--- src/rtl/ysyx_22041071_decode_queue_pkg.sv ---
// ysyx_22041071_decode_queue_pkg
//   Shared decode constants for the decode queue: RV opcodes, ALU op codes
//   (0-30 live, 31 = none/illegal), operand-select codes, out_ctl bit positions.
//   Optional feature macro used by the decoder: YSYX_22041071_RV_M_EN.
package ysyx_22041071_decode_queue_pkg;

   localparam logic [6:0] OPC_LUI      = 7'b0110111;
   localparam logic [6:0] OPC_AUIPC    = 7'b0010111;
   localparam logic [6:0] OPC_JAL      = 7'b1101111;
   localparam logic [6:0] OPC_JALR     = 7'b1100111;
   localparam logic [6:0] OPC_BRANCH   = 7'b1100011;
   localparam logic [6:0] OPC_LOAD     = 7'b0000011;
   localparam logic [6:0] OPC_STORE    = 7'b0100011;
   localparam logic [6:0] OPC_OP_IMM   = 7'b0010011;
   localparam logic [6:0] OPC_OP       = 7'b0110011;
   localparam logic [6:0] OPC_OP_IMM32 = 7'b0011011;
   localparam logic [6:0] OPC_OP32     = 7'b0111011;

   // BLT/BLTU reuse SLT/SLTU. MULHSU has no code and decodes as illegal.
   typedef enum logic [4:0] {
      ALU_ADD   = 5'd0,  ALU_SUB   = 5'd1,  ALU_SLL   = 5'd2,  ALU_SLT   = 5'd3,
      ALU_SLTU  = 5'd4,  ALU_XOR   = 5'd5,  ALU_SRL   = 5'd6,  ALU_SRA   = 5'd7,
      ALU_OR    = 5'd8,  ALU_AND   = 5'd9,  ALU_ADDW  = 5'd10, ALU_SUBW  = 5'd11,
      ALU_SLLW  = 5'd12, ALU_SRLW  = 5'd13, ALU_SRAW  = 5'd14, ALU_EQ    = 5'd15,
      ALU_NE    = 5'd16, ALU_GE    = 5'd17, ALU_GEU   = 5'd18, ALU_MUL   = 5'd19,
      ALU_MULH  = 5'd20, ALU_MULHU = 5'd21, ALU_DIV   = 5'd22, ALU_DIVU  = 5'd23,
      ALU_REM   = 5'd24, ALU_REMU  = 5'd25, ALU_MULW  = 5'd26, ALU_DIVW  = 5'd27,
      ALU_DIVUW = 5'd28, ALU_REMW  = 5'd29, ALU_REMUW = 5'd30, ALU_NONE  = 5'd31
   } alu_op_e;

   typedef enum logic [2:0] {SRC1_RS1 = 3'd0, SRC1_ZERO = 3'd4, SRC1_PC = 3'd5} src1_e;
   typedef enum logic [2:0] {SRC2_RS2 = 3'd0, SRC2_IMM = 3'd1, SRC2_FOUR = 3'd5} src2_e;

   // out_ctl = {jalr, branch, mem_w, wb_mem, reg_w, illegal}
   localparam int CTL_ILLEGAL = 0;
   localparam int CTL_REG_W   = 1;
   localparam int CTL_WB_MEM  = 2;
   localparam int CTL_MEM_W   = 3;
   localparam int CTL_BRANCH  = 4;
   localparam int CTL_JALR    = 5;

   // Control-flow opcodes that squash the IF register.
   function automatic logic is_flow_opc(input logic [6:0] opc);
      return (opc == OPC_JAL) || (opc == OPC_JALR) || (opc == OPC_BRANCH);
   endfunction

endpackage

--- src/rtl/ysyx_22041071_decode_queue_if.sv ---
// ysyx_22041071_decode_queue_if
//   IF->ID / ID->EX handshake bundle of the decode queue.
//   slave  : the decode queue (accepts in_*, flush, out_ready; drives the rest)
//   master : the surrounding pipeline (IF/EX side)
//   Parameters XLEN / DEPTH must match the attached decode queue.
interface ysyx_22041071_decode_queue_if #(
   parameter int XLEN  = 64,
   parameter int DEPTH = 2
);
   localparam int CNT_W = $clog2(DEPTH) + 1;

   logic             flush;
   logic             in_valid;
   logic             in_ready;
   logic [XLEN-1:0]  in_pc;
   logic [31:0]      in_ins;
   logic             jal_redir;
   logic [XLEN-1:0]  jal_pc;
   logic             bubble;
   logic             out_valid;
   logic             out_ready;
   logic [XLEN-1:0]  out_pc;
   logic [31:0]      out_ins;
   logic [4:0]       out_rs1;
   logic [4:0]       out_rs2;
   logic [4:0]       out_rd;
   logic [XLEN-1:0]  out_imm;
   logic [2:0]       out_src1;
   logic [2:0]       out_src2;
   logic [4:0]       out_alu;
   logic [5:0]       out_ctl;
   logic [CNT_W-1:0] count;

   modport slave (
      input  flush, in_valid, in_pc, in_ins, out_ready,
      output in_ready, jal_redir, jal_pc, bubble, out_valid, out_pc, out_ins,
             out_rs1, out_rs2, out_rd, out_imm, out_src1, out_src2, out_alu,
             out_ctl, count
   );

   modport master (
      output flush, in_valid, in_pc, in_ins, out_ready,
      input  in_ready, jal_redir, jal_pc, bubble, out_valid, out_pc, out_ins,
             out_rs1, out_rs2, out_rd, out_imm, out_src1, out_src2, out_alu,
             out_ctl, count
   );
endinterface

--- src/rtl/ysyx_22041071_decode_queue_dec_core.sv ---
// ysyx_22041071_dec_core
//   Pure combinational RV instruction -> decoded bundle.
//   ins     in  32    instruction word
//   imm     out XLEN  selected immediate, sign-extended
//   rs1/rs2/rd out 5  register indices (raw fields)
//   src1/src2 out 3   operand selects; alu out 5; ctl out 6
//   is_jal / is_flow  legal JAL / legal JAL-JALR-Bxx
//   Macro YSYX_22041071_RV_M_EN enables mul/div/rem decoding.
module ysyx_22041071_dec_core
   import ysyx_22041071_decode_queue_pkg::*;
#(
   parameter int XLEN = 64
) (
   input  logic [31:0]     ins,
   output logic [XLEN-1:0] imm,
   output logic [4:0]      rs1,
   output logic [4:0]      rs2,
   output logic [4:0]      rd,
   output logic [2:0]      src1,
   output logic [2:0]      src2,
   output logic [4:0]      alu,
   output logic [5:0]      ctl,
   output logic            is_jal,
   output logic            is_flow
);
   localparam bit RV64 = (XLEN == 64);

   logic [6:0]  opc, f7;
   logic [2:0]  f3;
   logic [31:0] imm_i, imm_s, imm_b, imm_u, imm_j, imm32;
   logic        shamt_ok;
   alu_op_e     alu_v;
   src1_e       s1;
   src2_e       s2;
   logic        legal, jalr_v, branch_v, mem_w_v, wb_mem_v, reg_w_v;

   assign opc = ins[6:0];
   assign f3  = ins[14:12];
   assign f7  = ins[31:25];
   assign rs1 = ins[19:15];
   assign rs2 = ins[24:20];
   assign rd  = ins[11:7];

   assign imm_i = {{20{ins[31]}}, ins[31:20]};
   assign imm_s = {{20{ins[31]}}, ins[31:25], ins[11:7]};
   assign imm_b = {{19{ins[31]}}, ins[31], ins[7], ins[30:25], ins[11:8], 1'b0};
   assign imm_u = {ins[31:12], 12'b0};
   assign imm_j = {{11{ins[31]}}, ins[31], ins[19:12], ins[20], ins[30:21], 1'b0};

   // RV32 shifts only have a 5-bit shamt, so ins[25] must be clear.
   assign shamt_ok = RV64 || !ins[25];

   always_comb begin
      alu_v    = ALU_ADD;
      s1       = SRC1_RS1;
      s2       = SRC2_RS2;
      imm32    = '0;
      legal    = 1'b0;
      jalr_v   = 1'b0;
      branch_v = 1'b0;
      mem_w_v  = 1'b0;
      wb_mem_v = 1'b0;
      reg_w_v  = 1'b0;
      case (opc)
         OPC_LUI: begin
            legal = 1'b1; reg_w_v = 1'b1; s1 = SRC1_ZERO; s2 = SRC2_IMM; imm32 = imm_u;
         end
         OPC_AUIPC: begin
            legal = 1'b1; reg_w_v = 1'b1; s1 = SRC1_PC; s2 = SRC2_IMM; imm32 = imm_u;
         end
         OPC_JAL: begin
            legal = 1'b1; reg_w_v = 1'b1; s1 = SRC1_PC; s2 = SRC2_FOUR; imm32 = imm_j;
         end
         OPC_JALR: begin
            legal = (f3 == 3'b000); reg_w_v = 1'b1; jalr_v = 1'b1;
            s1 = SRC1_PC; s2 = SRC2_FOUR; imm32 = imm_i;
         end
         OPC_BRANCH: begin
            legal = 1'b1; branch_v = 1'b1; imm32 = imm_b;
            case (f3)
               3'b000:  alu_v = ALU_EQ;
               3'b001:  alu_v = ALU_NE;
               3'b100:  alu_v = ALU_SLT;
               3'b101:  alu_v = ALU_GE;
               3'b110:  alu_v = ALU_SLTU;
               3'b111:  alu_v = ALU_GEU;
               default: legal = 1'b0;
            endcase
         end
         OPC_LOAD: begin
            reg_w_v = 1'b1; wb_mem_v = 1'b1; s2 = SRC2_IMM; imm32 = imm_i;
            case (f3)
               3'b000, 3'b001, 3'b010, 3'b100, 3'b101: legal = 1'b1;
               3'b011, 3'b110:                         legal = RV64;
               default:                                legal = 1'b0;
            endcase
         end
         OPC_STORE: begin
            mem_w_v = 1'b1; s2 = SRC2_IMM; imm32 = imm_s;
            case (f3)
               3'b000, 3'b001, 3'b010: legal = 1'b1;
               3'b011:                 legal = RV64;
               default:                legal = 1'b0;
            endcase
         end
         OPC_OP_IMM: begin
            legal = 1'b1; reg_w_v = 1'b1; s2 = SRC2_IMM; imm32 = imm_i;
            case (f3)
               3'b000: alu_v = ALU_ADD;
               3'b010: alu_v = ALU_SLT;
               3'b011: alu_v = ALU_SLTU;
               3'b100: alu_v = ALU_XOR;
               3'b110: alu_v = ALU_OR;
               3'b111: alu_v = ALU_AND;
               3'b001: begin
                  alu_v = ALU_SLL;
                  legal = (ins[31:26] == 6'b0) && shamt_ok;
               end
               default: begin
                  if (ins[30]) alu_v = ALU_SRA;
                  else         alu_v = ALU_SRL;
                  legal = ({ins[31], ins[29:26]} == 5'b0) && shamt_ok;
               end
            endcase
         end
         OPC_OP: begin
            reg_w_v = 1'b1;
            if (f7 == 7'b0000000) begin
               legal = 1'b1;
               case (f3)
                  3'b000:  alu_v = ALU_ADD;
                  3'b001:  alu_v = ALU_SLL;
                  3'b010:  alu_v = ALU_SLT;
                  3'b011:  alu_v = ALU_SLTU;
                  3'b100:  alu_v = ALU_XOR;
                  3'b101:  alu_v = ALU_SRL;
                  3'b110:  alu_v = ALU_OR;
                  default: alu_v = ALU_AND;
               endcase
            end else if (f7 == 7'b0100000) begin
               case (f3)
                  3'b000:  begin alu_v = ALU_SUB; legal = 1'b1; end
                  3'b101:  begin alu_v = ALU_SRA; legal = 1'b1; end
                  default: legal = 1'b0;
               endcase
            end else if (f7 == 7'b0000001) begin
`ifdef YSYX_22041071_RV_M_EN
               legal = 1'b1;
               case (f3)
                  3'b000:  alu_v = ALU_MUL;
                  3'b001:  alu_v = ALU_MULH;
                  3'b011:  alu_v = ALU_MULHU;
                  3'b100:  alu_v = ALU_DIV;
                  3'b101:  alu_v = ALU_DIVU;
                  3'b110:  alu_v = ALU_REM;
                  3'b111:  alu_v = ALU_REMU;
                  default: legal = 1'b0;
               endcase
`else
               legal = 1'b0;
`endif
            end
         end
         OPC_OP_IMM32: begin
            reg_w_v = 1'b1; s2 = SRC2_IMM; imm32 = imm_i;
            case (f3)
               3'b000: begin alu_v = ALU_ADDW; legal = RV64; end
               3'b001: begin alu_v = ALU_SLLW; legal = RV64 && (f7 == 7'b0000000); end
               3'b101: begin
                  if (f7 == 7'b0100000) alu_v = ALU_SRAW;
                  else                  alu_v = ALU_SRLW;
                  legal = RV64 && ((f7 == 7'b0000000) || (f7 == 7'b0100000));
               end
               default: legal = 1'b0;
            endcase
         end
         OPC_OP32: begin
            reg_w_v = 1'b1;
            if (f7 == 7'b0000000) begin
               case (f3)
                  3'b000:  begin alu_v = ALU_ADDW; legal = RV64; end
                  3'b001:  begin alu_v = ALU_SLLW; legal = RV64; end
                  3'b101:  begin alu_v = ALU_SRLW; legal = RV64; end
                  default: legal = 1'b0;
               endcase
            end else if (f7 == 7'b0100000) begin
               case (f3)
                  3'b000:  begin alu_v = ALU_SUBW; legal = RV64; end
                  3'b101:  begin alu_v = ALU_SRAW; legal = RV64; end
                  default: legal = 1'b0;
               endcase
            end else if (f7 == 7'b0000001) begin
`ifdef YSYX_22041071_RV_M_EN
               case (f3)
                  3'b000:  begin alu_v = ALU_MULW;  legal = RV64; end
                  3'b100:  begin alu_v = ALU_DIVW;  legal = RV64; end
                  3'b101:  begin alu_v = ALU_DIVUW; legal = RV64; end
                  3'b110:  begin alu_v = ALU_REMW;  legal = RV64; end
                  3'b111:  begin alu_v = ALU_REMUW; legal = RV64; end
                  default: legal = 1'b0;
               endcase
`else
               legal = 1'b0;
`endif
            end
         end
         default: legal = 1'b0;
      endcase
      // Illegal entries still flow to EX, but must not write anything.
      if (!legal) begin
         alu_v    = ALU_NONE;
         s1       = SRC1_RS1;
         s2       = SRC2_RS2;
         imm32    = '0;
         jalr_v   = 1'b0;
         branch_v = 1'b0;
         mem_w_v  = 1'b0;
         wb_mem_v = 1'b0;
         reg_w_v  = 1'b0;
      end
   end

   always_comb begin
      ctl              = '0;
      ctl[CTL_JALR]    = jalr_v;
      ctl[CTL_BRANCH]  = branch_v;
      ctl[CTL_MEM_W]   = mem_w_v;
      ctl[CTL_WB_MEM]  = wb_mem_v;
      ctl[CTL_REG_W]   = reg_w_v;
      ctl[CTL_ILLEGAL] = ~legal;
   end

   assign imm     = XLEN'($signed(imm32));
   assign alu     = alu_v;
   assign src1    = s1;
   assign src2    = s2;
   assign is_jal  = legal && (opc == OPC_JAL);
   assign is_flow = legal && is_flow_opc(opc);

endmodule

--- src/rtl/ysyx_22041071_decode_queue.sv ---
// ysyx_22041071_decode_queue
//   RV decode stage: decodes IF->ID instructions and buffers the decoded
//   bundles in a DEPTH-entry FIFO toward EX, valid/ready on both sides.
//   clk      in  clock
//   reset_n  in  asynchronous active-low reset
//   q        slave modport: flush, in_* handshake, jal_redir/jal_pc/bubble,
//            out_* head bundle with out_valid/out_ready, count occupancy
//   Macro YSYX_22041071_RV_M_EN (decoder) enables mul/div/rem.
module ysyx_22041071_decode_queue
   import ysyx_22041071_decode_queue_pkg::*;
#(
   parameter int XLEN  = 64,
   parameter int DEPTH = 2
) (
   input logic                     clk,
   input logic                     reset_n,
   ysyx_22041071_decode_queue_if.slave q
);
   localparam int CNT_W = $clog2(DEPTH) + 1;
   localparam int PTR_W = $clog2(DEPTH);

   typedef struct packed {
      logic [XLEN-1:0] pc;
      logic [31:0]     ins;
      logic [4:0]      rs1;
      logic [4:0]      rs2;
      logic [4:0]      rd;
      logic [XLEN-1:0] imm;
      logic [2:0]      src1;
      logic [2:0]      src2;
      logic [4:0]      alu;
      logic [5:0]      ctl;
   } entry_t;

   entry_t           mem [DEPTH];
   entry_t           dec_e, head_e;
   logic [PTR_W-1:0] head, tail;
   logic [CNT_W-1:0] count;
   logic             full, empty, enq, deq;

   logic [XLEN-1:0]  d_imm;
   logic [4:0]       d_rs1, d_rs2, d_rd, d_alu;
   logic [2:0]       d_src1, d_src2;
   logic [5:0]       d_ctl;
   logic             d_jal, d_flow;

   ysyx_22041071_dec_core #(.XLEN(XLEN)) u_dec (
      .ins     (q.in_ins),
      .imm     (d_imm),
      .rs1     (d_rs1),
      .rs2     (d_rs2),
      .rd      (d_rd),
      .src1    (d_src1),
      .src2    (d_src2),
      .alu     (d_alu),
      .ctl     (d_ctl),
      .is_jal  (d_jal),
      .is_flow (d_flow)
   );

   always_comb begin
      dec_e      = '0;
      dec_e.pc   = q.in_pc;
      dec_e.ins  = q.in_ins;
      dec_e.rs1  = d_rs1;
      dec_e.rs2  = d_rs2;
      dec_e.rd   = d_rd;
      dec_e.imm  = d_imm;
      dec_e.src1 = d_src1;
      dec_e.src2 = d_src2;
      dec_e.alu  = d_alu;
      dec_e.ctl  = d_ctl;
   end

   // No full bypass: a pop in the same cycle does not free the slot early.
   assign full  = (count == CNT_W'(DEPTH));
   assign empty = (count == '0);
   assign enq   = q.in_valid && !full && !q.flush;
   assign deq   = !empty && q.out_ready && !q.flush;

   always_ff @(posedge clk or negedge reset_n) begin
      if (!reset_n) begin
         head  <= '0;
         tail  <= '0;
         count <= '0;
         for (int unsigned i = 0; i < DEPTH; i++) mem[i] <= '0;
      end else if (q.flush) begin
         head  <= '0;
         tail  <= '0;
         count <= '0;
      end else begin
         if (enq) begin
            mem[tail] <= dec_e;
            tail      <= tail + 1'b1;
         end
         if (deq) head <= head + 1'b1;
         case ({enq, deq})
            2'b10:   count <= count + 1'b1;
            2'b01:   count <= count - 1'b1;
            default: count <= count;
         endcase
      end
   end

   assign head_e      = mem[head];
   assign q.in_ready  = !full;
   assign q.out_valid = !empty;
   assign q.count     = count;
   assign q.out_pc    = head_e.pc;
   assign q.out_ins   = head_e.ins;
   assign q.out_rs1   = head_e.rs1;
   assign q.out_rs2   = head_e.rs2;
   assign q.out_rd    = head_e.rd;
   assign q.out_imm   = head_e.imm;
   assign q.out_src1  = head_e.src1;
   assign q.out_src2  = head_e.src2;
   assign q.out_alu   = head_e.alu;
   assign q.out_ctl   = head_e.ctl;

   assign q.jal_redir = enq && d_jal;
   assign q.bubble    = enq && d_flow;
   assign q.jal_pc    = q.jal_redir ? (q.in_pc + d_imm) : '0;

endmodule

--- src/flat_wrapper.sv ---
// flat-port wrapper written by rule: the top's interface ports become plain ports
module ysyx_22041071_decode_queue_flat import ysyx_22041071_decode_queue_pkg::*;
#(
   parameter int XLEN  = 64,
   parameter int DEPTH = 2
)
  (clk, reset_n, q_flush, q_in_valid, q_in_pc, q_in_ins, q_out_ready, q_in_ready, q_jal_redir, q_jal_pc, q_bubble, q_out_valid, q_out_pc, q_out_ins, q_out_rs1, q_out_rs2, q_out_rd, q_out_imm, q_out_src1, q_out_src2, q_out_alu, q_out_ctl, q_count);
  ysyx_22041071_decode_queue_if #(.XLEN(XLEN), .DEPTH(DEPTH)) q_i ();
  input logic clk;
  input logic reset_n;
  input wire logic [$bits(q_i.flush)-1:0] q_flush;
  input wire logic [$bits(q_i.in_valid)-1:0] q_in_valid;
  input wire logic [$bits(q_i.in_pc)-1:0] q_in_pc;
  input wire logic [$bits(q_i.in_ins)-1:0] q_in_ins;
  input wire logic [$bits(q_i.out_ready)-1:0] q_out_ready;
  output wire logic [$bits(q_i.in_ready)-1:0] q_in_ready;
  output wire logic [$bits(q_i.jal_redir)-1:0] q_jal_redir;
  output wire logic [$bits(q_i.jal_pc)-1:0] q_jal_pc;
  output wire logic [$bits(q_i.bubble)-1:0] q_bubble;
  output wire logic [$bits(q_i.out_valid)-1:0] q_out_valid;
  output wire logic [$bits(q_i.out_pc)-1:0] q_out_pc;
  output wire logic [$bits(q_i.out_ins)-1:0] q_out_ins;
  output wire logic [$bits(q_i.out_rs1)-1:0] q_out_rs1;
  output wire logic [$bits(q_i.out_rs2)-1:0] q_out_rs2;
  output wire logic [$bits(q_i.out_rd)-1:0] q_out_rd;
  output wire logic [$bits(q_i.out_imm)-1:0] q_out_imm;
  output wire logic [$bits(q_i.out_src1)-1:0] q_out_src1;
  output wire logic [$bits(q_i.out_src2)-1:0] q_out_src2;
  output wire logic [$bits(q_i.out_alu)-1:0] q_out_alu;
  output wire logic [$bits(q_i.out_ctl)-1:0] q_out_ctl;
  output wire logic [$bits(q_i.count)-1:0] q_count;
  assign q_i.flush = q_flush;
  assign q_i.in_valid = q_in_valid;
  assign q_i.in_pc = q_in_pc;
  assign q_i.in_ins = q_in_ins;
  assign q_i.out_ready = q_out_ready;
  assign q_in_ready = q_i.in_ready;
  assign q_jal_redir = q_i.jal_redir;
  assign q_jal_pc = q_i.jal_pc;
  assign q_bubble = q_i.bubble;
  assign q_out_valid = q_i.out_valid;
  assign q_out_pc = q_i.out_pc;
  assign q_out_ins = q_i.out_ins;
  assign q_out_rs1 = q_i.out_rs1;
  assign q_out_rs2 = q_i.out_rs2;
  assign q_out_rd = q_i.out_rd;
  assign q_out_imm = q_i.out_imm;
  assign q_out_src1 = q_i.out_src1;
  assign q_out_src2 = q_i.out_src2;
  assign q_out_alu = q_i.out_alu;
  assign q_out_ctl = q_i.out_ctl;
  assign q_count = q_i.count;
  ysyx_22041071_decode_queue #(.XLEN(XLEN), .DEPTH(DEPTH)) u_core (.clk(clk), .reset_n(reset_n), .q(q_i));
endmodule
--- config.mk ---
export PLATFORM = sky130hd
export DESIGN_NAME = ysyx_22041071_decode_queue_flat
export DESIGN_NICKNAME = d
export VERILOG_FILES = /design/src/rtl/ysyx_22041071_decode_queue_pkg.sv /design/src/rtl/ysyx_22041071_decode_queue_if.sv /design/src/rtl/ysyx_22041071_decode_queue_dec_core.sv /design/src/rtl/ysyx_22041071_decode_queue.sv /design/src/flat_wrapper.sv
export SDC_FILE = /design/constraint.sdc
export NUM_CORES = 1
export LEC_CHECK = 0
export ABC_AREA = 1
export BUFFER_PORTS_ARGS = -buffer_cell sky130_fd_sc_hd__buf_2
export CAP_MARGIN = 30
export CELL_PAD_IN_SITES_DETAIL_PLACEMENT = 0
export CELL_PAD_IN_SITES_GLOBAL_PLACEMENT = 1
export CORE_MARGIN = 2
export CORE_UTILIZATION = 35
export CTS_CLUSTER_SIZE = 8
export DETAILED_ROUTE_END_ITERATION = 10
export GPL_TIMING_DRIVEN = 0
export PLACE_DENSITY_LB_ADDON = 0.25
export SLEW_MARGIN = 15
export SYNTH_ARGS = -nofsm -noshare
export SYNTH_HDL_FRONTEND = slang
export SYNTH_SLANG_ARGS = --single-unit
--- constraint.sdc ---
create_clock -name clk -period 16 [get_ports clk]
set_clock_uncertainty 0.05 [all_clocks]
set_input_delay 3.2 -clock clk [delete_from_list [all_inputs] [get_ports clk]]
set_output_delay 3.2 -clock clk [all_outputs]
set_load 0.01 [all_outputs]
# After elaboration in Yosys (flattened, before gate mapping)
# Index checks and enable logic that the tools add are counted.
# totals
ff_bits	388
word_cells	149
output_inout_bits	262
# op_classes
add_sub_neg	5
n_mux	55
n_eq_ne	22
n_reduce_logical	37
bitwise_logic	4
magnitude_cmp	3
# ops
operator	n
192-bit 2-to-1 mux	4
384-bit bitwise mux	1
192-bit demux with 1-bit select	1
32-bit case mux with 5 select lines	1
64-bit adder	1
64-bit 2-to-1 mux	1
4-bit case mux with 7 select lines	2
7-bit by 6-bit equality test with 1-bit output, second input constant	5
32-bit 2-to-1 mux	1
5-bit case mux with 6 select lines	1
5-bit case mux with 5 select lines	1
4-bit case mux with 3 select lines	2
1-bit 2-to-1 mux	23
7-bit by 5-bit equality test with 1-bit output, second input constant	3
7-bit equality test, second input constant	3
3-bit case mux with 2 select lines	3
6-bit OR reduction	3
5-bit 2-to-1 mux	3
3-bit equality test, second input constant	4
1-bit logical AND	9
3-bit 2-to-1 mux	3
1-bit case mux with 9 select lines	1
3-bit OR reduction	3
9-bit OR reduction	1
other kinds (31)	46

# Depth between registers and ports, before layout
# depth
word_depth	9
mapped_depth	30
ltp_nobuf	29

# Hierarchy
# Synthesis repeated with hierarchy kept, for this count alone.
# hier_totals
cells_unflattened	3787
hier_area_um2	24598.6
# modules_own_cells
module	seq_area_each_um2	n_inst	cells_each	area_each_um2
ysyx_22041071_decode_queue	9709.3	1	3416	22750.6
ysyx_22041071_dec_core	0.0	1	371	1848.0

# Worst setup path before layout
# OpenSTA, ideal clock, no wires.
# synth_timing
kind	input port to output port
from	input q_in_ins[1]
to	output q_jal_pc[55]
required_time_ns	12.750
slack_ns	6.460
cell_stages	19
t_arrival_ns	6.290
cell_sequence	nand2_1 > nor3_2 > nand2_2 > nor2_4 > nand2_1 > nand2_1 > nor2_2 > nand3_4 > nand2_1 > inv_1 > ha_1 > a21o_1 > o21bai_1 > a21oi_1 > nor2_1 > or2_2 > nor2_1 > a21oi_1 > nor2_1
# synth_via
elab_chain_cells	6
word_cells_on_any_way	21
# synth_lines
item	line	text
start: declaration	flat_wrapper.sv:14	input wire logic [$bits(q_i.in_ins)-1:0] q_in_ins;
7-bit equality test, or another cell as far along	ysyx_22041071_decode_queue_dec_core.sv:64	case (opc)
3-bit OR reduction (no source line), or another cell as far along	-	
1-bit case mux with 9 select lines or 32-bit case mux with 5 select lines (tied branches)	ysyx_22041071_decode_queue_dec_core.sv:64	
32-bit 2-to-1 mux *	ysyx_22041071_decode_queue_dec_core.sv:210	if (!legal) begin
net u_core.d_imm[31]	ysyx_22041071_decode_queue.sv:41	logic [XLEN-1:0] d_imm;
64-bit adder *	ysyx_22041071_decode_queue.sv:122	assign q.jal_pc = q.jal_redir ? (q.in_pc + d_imm) : '0;
64-bit 2-to-1 mux *	ysyx_22041071_decode_queue.sv:122	
end: declaration	flat_wrapper.sv:18	output wire logic [$bits(q_i.jal_pc)-1:0] q_jal_pc;
# Mark *: on every way through the listed nets, which the timed path passes. The rest lies on a longest branch.

# Worst setup path in the final report
# layout_timing
from	input q_in_ins[29]
to	output q_jal_pc[60]
# layout_via
elab_chain_cells	7
word_cells_on_any_way	17
# layout_lines
item	line	text
7-bit by 6-bit equality test with 1-bit output or 7-bit logical NOT (tied branches)	-	
1-bit logical OR or 1-bit 2-to-1 mux (tied branches)	ysyx_22041071_decode_queue_dec_core.sv:172, ysyx_22041071_decode_queue_dec_core.sv:140	
1-bit case mux with 3 select lines, or another cell as far along	ysyx_22041071_decode_queue_dec_core.sv:166	case (f3)
1-bit case mux with 9 select lines *	ysyx_22041071_decode_queue_dec_core.sv:64	
32-bit 2-to-1 mux *	ysyx_22041071_decode_queue_dec_core.sv:210	
net u_core.d_imm[0]	ysyx_22041071_decode_queue.sv:41	
64-bit adder *	ysyx_22041071_decode_queue.sv:122	
64-bit 2-to-1 mux *	ysyx_22041071_decode_queue.sv:122	
# Marked as above.

==> flow_metrics.py <==
metrics = {
    "route": {
        "remaining_drc_errors": 0,
        "firstDrtPassIters": 5,
        "via_per_inst": 5.07,
        "wl_per_cell_um": 19.8,
        "drt_first_iter_violations": 1497,
        "ant_nets": 0,
        "num_vias": 19797,
        "drt_wl_total_um": 77400,
    },
    "clock_tree": {
        "ctsLongestPathBuffers": 3,
        "ctsHtreeMaxLevel": 2,
        "root_buffer": "clkbuf_16",
        "cts_tree": "yes",
        "cts_hold_buf": 0,
        "cts_resized": 0,
        "cts_setup_buffers": 0,
        "numClockSinks": 290,
        "path_clk_slew_ns": 0.05,
        "clock_latency_ns": 0.55,
        "cts_buffers": 42,
    },
    "hold_path": {
        "hold_class": "register to register",
    },
    "layout": {
        "drive_gt1_share_pct": 16.9,
        "n_antenna_cell": 0,
        "fillers": 5733,
        "final_nets": 3379,
        "final_common_cell": "nand2_1",
        "syn2layout_area_growth_pct": 20.9,
        "mostFrequentLayoutCells": "1020 x nand2_1, 386 x buf_2, 350 x o21ai_0",
        "final_cell_area_um2": 22600,
    },
    "sta": {
        "maxSlewHeadroom_pct": 49.0,
        "final_hold_viol_count": 0,
        "fin_crit_ns": 10.99,
        "fin_setup_tns_ns": 0,
        "tightestPinTransition_ns": 0.765,
        "fin_crit_sh_pct": 68.7,
        "hold_ws_ns": 0.430,
        "setup_viol": 0,
        "max_freq_mhz": 91.0,
        "drv_slew": 0,
        "rsz0062_at_grt": "false",
    },
    "critical_path": {
        "arrival_ns": 7.74,
        "slowest_stage": "o21ai_0",
        "crit_top_cell": "nand2_1",
        "crit_buf_inv": 7,
        "cp.required_ns": 12.75,
        "critPathLaunchType": "input port",
        "cp_slowest_stage_delay_ns": 0.45,
        "crit_type": "input port to output port",
        "cp-end-kind": "output port",
        "rrSetupSlack_ns": 13.19,
        "cp_max_fo": 10,
        "crit_family": "simple AND/OR/NAND/NOR gates",
    },
    "synth": {
        "ys_types": 47,
        "synth_flop_cell": "dfrtp_1",
        "ys_ff_latch": 290,
        "yosys.area.top_type": "dfrtp_1",
        "async_reset_ff_share_pct": 100,
        "syn_avg_cell_area_um2": 6.67,
        "netlist_top_cells_area": "dfrtp_1 39%, nand2_1 20%, o21ai_0 9.4%",
        "synthesis.area_um2": 18700,
        "synth_top_area_share_pct": 38.8,
        "syn_inst": 2803,
        "synth_edf_count": 0,
        "yosys_warnings": 0,
        "yosysSeqAreaShare_pct": 38.8,
    },
    "die": {
        "dieArea_um2": 55300,
        "die_x_um": 235,
        "io-pin-count": 363,
        "rows": 84,
        "die_y_um": 235,
        "core_area_um2": 52700,
        "initial_core_util_pct": 35.5,
    },
    "global_route": {
        "grt.total_usage_pct": 27.5,
        "grt-ovfl-total": 0,
        "use_met3_pct": 3.38,
        "first_global_vias": 18977,
        "antenna_found_initial": 1,
        "grt_max_degree": 107,
        "grt_pass1_wl_um": 116000,
        "grt.met1_usage_pct": 37.0,
        "top_usage_layer": "met2",
        "met2_usage_pct": 45.7,
    },
    "place": {
        "io_buffers": 360,
        "gp_routability_congestion": 0.972,
        "place_hpwl_um": 62100,
        "dpl-instance-area_um2": 21500,
    },
    "flow_run": {
        "maxCapViolations": 0,
    },
    "power_and_ir_drop": {
        "power_frac_clock_pct": 28.4,
        "power_frac_seq_pct": 39.1,
        "pwr-share-comb_pct": 32.5,
        "max-vdd-ir-drop_uv": 80.6,
        "power_switching_w": 0.00104,
        "switching_share_pct": 36.8,
        "power.density_nw_per_um2": 125,
        "p_leak_nw": 12.5,
        "internal-power_w": 0.00179,
    },
    "run_status": {
        "status": "completed",
    },
}
==> final cells by class <==
class	instances	area, um^2	share of cell area (%)
multi-input combinational	2042	9430	41.7
sequential	290	7260	32.1
timing repair buffer	366	1920	8.49
inverter	320	1200	5.32
clock buffer	45	1090	4.84
tap	688	861	3.81
buffer	152	808	3.58
clock inverter	3	33.8	0.149
==> final timing paths <==
check,end,depth (start not counted),startpoint
worst max register to register,u_core.mem[278],11,u_core.q.count[0]
max in group asynchronous,u_core.mem[175],2,reset_n
min in group asynchronous,u_core.mem[145],1,reset_n
worst min-delay path,u_core.mem[198],2,u_core.mem[198]
worst max-delay path,q_jal_pc[60],28,q_in_ins[29]
worst min register to register,u_core.mem[198],2,u_core.mem[198]
==> cell families after synthesis <==
group / count (synthesis) / share of synthesized area (%)
XOR/XNOR: 2 / 0.0938
other: 1 / 0.0201
buffers and inverters: 472 / 10.8
AO/OA/AOI/OAI: 586 / 16.5
flip-flops: 290 / 38.8
AND/OR/NAND/NOR: 1388 / 29.5
adder cells (fa/ha/maj): 64 / 4.33
==> power by group through the flow <==
stage	clock [W]	combinational [W]	sequential (W)
2_1_floorplan	0	0.000542	0.00108
3_3_place_gp	0	0.000910	0.00110
3_5_place_dp	0	0.000930	0.00111
4_1_cts	0.000816	0.000933	0.00110
5_1_grt	0.000850	0.00103	0.00113
6_report	0.000803	0.000921	0.00111
==> sequential cells by signal (all words and copies together), names as in the netlist <==
name / count
u_core.q.count: 2
u_core.head: 1
u_core.mem: 286
u_core.tail: 1
==> routing by layer <==
layer / wire (um) / up-vias
li1: - / 9631
met1: 34500 / 9474
met2: 36500 / 587
met3: 3830 / 105
met4: 2560 / 0
met5: 0 / -
==> metrics by stage <==
stage	cells	setup WS (ns)	util, %	total power, W
5_1_grt	3906	4.55	42.9	0.00302
3_5_place_dp	3857	4.96	40.7	0.00204
3_3_place_gp	3852	4.87	40.6	0.00201
2_1_floorplan	2804	6.46	-	0.00163
4_1_cts	3905	4.97	42.9	0.00285
6_report	3906	5.01	42.9	0.00283
==> cell usage after synthesis (2+ instances only) <==
library cell	instances
nand3b_1	2
nor3_1	13
nor3b_1	2
clkbuf_1	68
nand2_2	5
nand2_1	1020
and3_1	2
o21ai_1	36
or2_2	3
o211ai_1	2
nor2_2	16
dfrtp_1	290
buf_1	6
a21o_1	12
buf_2	27
o21a_1	5
nor2_4	5
ha_1	63
and2_1	2
inv_2	16
a31oi_1	5
a21boi_0	8
xnor2_1	2
inv_1	304
o21ai_2	2
a21oi_1	140
nor4_1	4
buf_4	50
nor2_1	233
nand3_1	66
o21bai_1	14
o22ai_1	7
nand4_1	10
o21ai_0	350
==> worst reg2reg max path: cells and delay by family (launching register included) <==
kind | cells | cell delay, ns
simple gates | 4 | 0.35
buf+inv | 6 | 1.75
compound gates | 1 | 0.15
flops | 1 | 0.40
Power figures use the tool's default switching activity.
